### config.mk
export PLATFORM = sky130hd
export DESIGN_NAME = nand4_sweep_ctrl
export DESIGN_NICKNAME = d
export VERILOG_FILES = /design/src/rtl/nand4_sweep_ctrl.sv
export SDC_FILE = /design/constraint.sdc
export NUM_CORES = 1
export LEC_CHECK = 0
export CAP_MARGIN = 5
export CORE_UTILIZATION = 46
export CTS_CLUSTER_SIZE = 25
export DETAILED_ROUTE_END_ITERATION = 7
export GPL_TIMING_DRIVEN = 0
export PLACE_DENSITY_LB_ADDON = 0.25
export SLEW_MARGIN = 20
export SYNTH_ARGS = -nofsm -noshare
export SYNTH_HDL_FRONTEND = slang
export SYNTH_SLANG_ARGS = --single-unit
### constraint.sdc
create_clock -name i_clk -period 2 [get_ports i_clk]
set_clock_uncertainty 0.1 [all_clocks]
set_input_delay 0.2 -clock i_clk [delete_from_list [all_inputs] [get_ports i_clk]]
set_output_delay 0.2 -clock i_clk [all_outputs]
set_load 0.05 [all_outputs]
### src/rtl/nand4_sweep_ctrl.sv
// Steps a 4-input NAND DUV through all 16 vectors, settling each for SETTLE_CYCLES before a golden compare.
// Start at edge E0 -> o_done pulses after edge E0+16*(SETTLE_CYCLES+1); restartable, abortable, no queueing.
module nand4_sweep_ctrl #(
  parameter int SETTLE_CYCLES = 3,
  parameter int SETTLE_W      = 4
) (
  input  logic       i_clk,
  input  logic       i_rst,
  input  logic       i_start,
  input  logic       i_abort,
  input  logic       i_duv_f,
  output logic       o_a,
  output logic       o_b,
  output logic       o_c,
  output logic       o_d,
  output logic [3:0] o_vec_idx,
  output logic       o_busy,
  output logic       o_done,
  output logic       o_pass,
  output logic [4:0] o_err_cnt,
  output logic [3:0] o_fail_vec,
  output logic       o_fail_valid
);

  typedef enum logic [1:0] {IDLE, SETTLE, SAMPLE, DONE} state_t;

  localparam logic [SETTLE_W-1:0] CNT_LAST = SETTLE_W'(SETTLE_CYCLES - 1);

  state_t              state_q, state_d;
  logic [3:0]          vec_q, vec_d;
  logic [SETTLE_W-1:0] cnt_q, cnt_d;
  logic                busy_q, busy_d;
  logic                done_q, done_d;
  logic                pass_q, pass_d;
  logic [4:0]          err_q, err_d;
  logic [3:0]          fvec_q, fvec_d;
  logic                fval_q, fval_d;
  logic                mismatch;

  assign mismatch = (i_duv_f != ~(&vec_q));

  always_ff @(posedge i_clk) begin
    if (i_rst) begin
      state_q <= IDLE;
      vec_q   <= '0;
      cnt_q   <= '0;
      busy_q  <= 1'b0;
      done_q  <= 1'b0;
      pass_q  <= 1'b0;
      err_q   <= '0;
      fvec_q  <= '0;
      fval_q  <= 1'b0;
    end else begin
      state_q <= state_d;
      vec_q   <= vec_d;
      cnt_q   <= cnt_d;
      busy_q  <= busy_d;
      done_q  <= done_d;
      pass_q  <= pass_d;
      err_q   <= err_d;
      fvec_q  <= fvec_d;
      fval_q  <= fval_d;
    end
  end

  always_comb begin
    state_d = state_q;
    vec_d   = vec_q;
    cnt_d   = cnt_q;
    busy_d  = busy_q;
    done_d  = 1'b0;
    pass_d  = pass_q;
    err_d   = err_q;
    fvec_d  = fvec_q;
    fval_d  = fval_q;

    case (state_q)
      IDLE: begin
        if (i_start && !i_abort) begin
          state_d = SETTLE;
          vec_d   = '0;
          cnt_d   = '0;
          busy_d  = 1'b1;
          pass_d  = 1'b0;
          err_d   = '0;
          fvec_d  = '0;
          fval_d  = 1'b0;
        end
      end
      SETTLE: begin
        if (i_abort) begin
          state_d = IDLE;
          vec_d   = '0;
          cnt_d   = '0;
          busy_d  = 1'b0;
          pass_d  = 1'b0;
        end else if (cnt_q == CNT_LAST) begin
          state_d = SAMPLE;
        end else begin
          cnt_d = cnt_q + SETTLE_W'(1);
        end
      end
      SAMPLE: begin
        // An abort here drops this cycle's compare entirely.
        if (i_abort) begin
          state_d = IDLE;
          vec_d   = '0;
          cnt_d   = '0;
          busy_d  = 1'b0;
          pass_d  = 1'b0;
        end else begin
          if (mismatch) begin
            err_d = err_q + 5'd1;
            if (!fval_q) begin
              fvec_d = vec_q;
              fval_d = 1'b1;
            end
          end
          if (vec_q == 4'd15) begin
            state_d = DONE;
            vec_d   = '0;
            busy_d  = 1'b0;
            done_d  = 1'b1;
            pass_d  = (err_d == 5'd0);
          end else begin
            state_d = SETTLE;
            vec_d   = vec_q + 4'd1;
            cnt_d   = '0;
          end
        end
      end
      DONE: begin
        state_d = IDLE;
      end
      default: begin
        state_d = IDLE;
      end
    endcase
  end

  assign o_a          = vec_q[3];
  assign o_b          = vec_q[2];
  assign o_c          = vec_q[1];
  assign o_d          = vec_q[0];
  assign o_vec_idx    = vec_q;
  assign o_busy       = busy_q;
  assign o_done       = done_q;
  assign o_pass       = pass_q;
  assign o_err_cnt    = err_q;
  assign o_fail_vec   = fvec_q;
  assign o_fail_valid = fval_q;

endmodule

==> impl_results.md <==
- Synth top area cells: dfxtp_1, ha_1, nand3_1
- Sequential share of power: 50.5%
- Total Power: 0.9673 mW
- Sw Ratio: 31.28%
- Tot GR Track Use: 19.27%
- Final hold slack: 0.3745 ns
- Setup crit end kind: register
- Setup tns final: 0 ns
- Share of the synthesized area in the top cell type: 35.25%
- Via count: 1201
- Antenna violations before repair: 0
- FF+latch count, synth: 23
- Synth Area in Compound Gates: 13.31%
- RSZ-0062 raised after global routing: true
- Clock sinks: 23
- Worst reg2reg setup slack: 0.02 ns
- Final wirelength: 2933 um
- Count leader, synth: dfxtp_1
- Die extent in y: 55.29 um
- Largest net degree at the start of global routing: 13
- CTS tree: done
- Slew margin rel.: 63.59%
- Slowest-stage cell, CP: or3_4
- Syn_area_per_cell: 8.651 um^2
- Num CTS Buffers: 3
- Final Instance Area: 0.001748 mm^2
- DP Worst Slack: -0.09455 ns
- First-pass DRT Iterations: 5
- Ys Warns: 0
- CTS root buffer: clkbuf_4
- Max IR drop VDD: 0.3745 mV
- Area after DPL: 0.001597 mm^2
- Max Freq: 504.7 MHz
- Total grt overflow: 0
- Initial Util: 50.43%
- 1st-iter DRT viols: 38
- Min cycle time layout: 1.981 ns
- Worst r2r dst: o_fail_vec[0]$_SDFFE_PP0P_
- Critical R2R Launch: state_q[0]$_SDFFE_PP0P_
- PD cells: 553.4 mW/mm^2
- Vias per cell: 5.434
- Simple-Gate Fraction of Synth Area: 28.16%
- Routability Congestion: 0.8793
- Post-DP HPWL: 2036 um
- Max-cap violations: 0
- Die area: 0.003057 mm^2
- Startpoint types: register
- Area Growth Syn to Fin: 33.81%
- Setup violations, final: 0
- Clk slew on worst S/H paths: 0.13 ns
- Comb pwr share: 26.5%
- Layout cell share with drive strength beyond 1: 18.85%
- # H-tree levels: 1
- Final non-filler cell total: 221
- Crit Path Max Fanout: 7
- Cell Rows: 18
- I/O Buffers: 25
- DRC violation count after routing: 0
- Post-synthesis mux area share: 3.161%
- I/O pin count: 26
- Die Wd: 55.29 um
- Synth Area in XOR/XNOR: 6.130%
- Internal power: 0.6647 mW
- Largest family of logic cells by synthesized area: simple AND/OR/NAND/NOR gates
- Fin util: 67.49%
- Final worst path period share: 99.07%
- Hold crit path type: register to register
- Post-synth ARST share: 0%
- Skew-Pair Late Insertion Delay: 0.31 ns
- Nets@finish: 205
- Detail Route Antenna Nets: 0
- Seq/Total Area, Yosys: 35.25%
- Status: finished clean
- # fillers: 217
- Dpl cells: 206
- Pleak: 0.7319 nW
- Top post-synthesis cells by count: dfxtp_1, nor2_1, nand3_1, a21oi_1, nand2_1
- Hold_buf cts: 0
- Sw power: 0.3026 mW
- Post-layout worst setup margin: 0.01861 ns
- Post-Syn Nets: 164
- Leading area contributor after synthesis: dfxtp_1
- Global-route wire length before repair: 4767 um
- Yosys cell types: 41
- Fin. Hold Viols: 0
- CP endpoint: o_fail_vec[0]$_SDFFE_PP0P_
- Crit path DAT: 2.07 ns
- EDFF count, synth: 0
- Pins Over Slew Limit: 0
- # diodes: 0
- Critical Path Max Stage Delay: 0.42 ns
- Core region area: 0.002590 mm^2
- FF-to-FF path depth: 8
- Vias in the first global route: 1101
- Mapped Cells: 151
- Worst slew pin tran: 0.5462 ns
- Clk network pwr share: 23.0%
- Crit. Startpoint: state_q[0]$_SDFFE_PP0P_
- Avg WL per Cell: 13.27 um
- Mapped Area: 0.001306 mm^2
- Adder-cell share of the synthesized area: 7.663%
- Worst endpoint required time: 2.09 ns
- Critical path class: register to register
- Number of buffers on the longest clock path: 2
- Ys flop type: dfxtp_1
- Critical-path cell list: inv_2 -> ha_1 -> buf_6 -> mux2i_1 -> or2_4 -> or3_4 -> nand3_1 -> a21oi_1
-- state kept, by name (all words and copies together), names as in the netlist --
register / count
o_fail_valid: 1
o_vec_idx: 4
o_busy: 1
o_fail_vec: 4
cnt_q: 4
o_done: 1
o_pass: 1
state_q: 2
o_err_cnt: 5
-- power groups by stage --
stage	registers (mW)	logic, mW	clock network [mW]
floorplan	0.521	0.131	0
global placement	0.497	0.212	0
detailed placement	0.498	0.217	0
CTS	0.488	0.220	0.228
global route	0.491	0.276	0.243
finish	0.488	0.257	0.222
-- how the worst min path moves through the flow --
stage	from	endpoint	slack, ns	cells after the start
final	o_fail_vec[1]$_SDFFE_PP0P_	o_fail_vec[1]$_SDFFE_PP0P_	0.37	2
after global routing	o_fail_vec[1]$_SDFFE_PP0P_	o_fail_vec[1]$_SDFFE_PP0P_	0.40	2
after CTS	i_rst	o_done$_SDFF_PP0_	0.38	2
after detailed placement	o_fail_vec[1]$_SDFFE_PP0P_	o_fail_vec[1]$_SDFFE_PP0P_	0.36	2
after global placement	o_fail_vec[2]$_SDFFE_PP0P_	o_fail_vec[2]$_SDFFE_PP0P_	0.36	2
after floorplan	i_rst	o_done$_SDFF_PP0_	0.18	1
-- critical path, delay by kind of cell (launching register included) --
| family | cells | cell delay (ns) |
|---|---|---|
| buf+inv | 2 | 0.20 |
| simple gates | 3 | 0.79 |
| compound gates | 1 | 0.07 |
| flops | 1 | 0.37 |
| mux | 1 | 0.12 |
| fa+ha+maj | 1 | 0.21 |
-- per-layer routing --
layer	vias to the layer above	GRT usage [%]	routed length [um]
met5	-	0	0
met4	0	7.857	21
met3	4	2.342	95
met2	31	31.50	1394
met1	563	25.74	1422
li1	603	-	-
-- logic make-up (layout without fill, tap and decap cells) --
group                      Yosys count  after routing
AOI/OAI and AO/OA                   26             26
xor gates and xnor gates             7              8
adders and majority gates            8              8
buffers and inverters               15             54
DFF                                 23             23
muxes                                4              4
and+or+nand+nor                     68             68
-- placed cells by master (no fill, tap or decap), drive strengths merged, types with 4 or more instances in the layout --
cell type	n
inv	6
nand3	13
clkbuf	7
nor2	14
nand4	5
a21oi	11
or3	4
nand2	10
and3	4
nor3	5
nand2b	4
dfxtp	23
xor2	5
clkdlybuf4s50	23
buf	16
o21ai	4
ha	8
-- final cells by class --
cell class	count	area (um^2)	share of cell area, %
clock buffer	4	26.28	1.503
multi-input combinational	114	802.0	45.88
tap	30	37.54	2.147
inverter	6	22.52	1.288
buffer	9	63.81	3.651
sequential	23	465.4	26.63
timing repair buffer	35	330.3	18.90
-- timing repair --
| action | 4_1_cts | 5_1_grt |
|---|---|---|
| gates resized for setup | 3 | 9 |
| setup endpoints to repair | 5 | 11 |
| setup buffers | 0 | 10 |
| cloned | 0 | 1 |
| pin swaps | 1 | 3 |
Note: power is estimated with default switching activity, not from simulation.
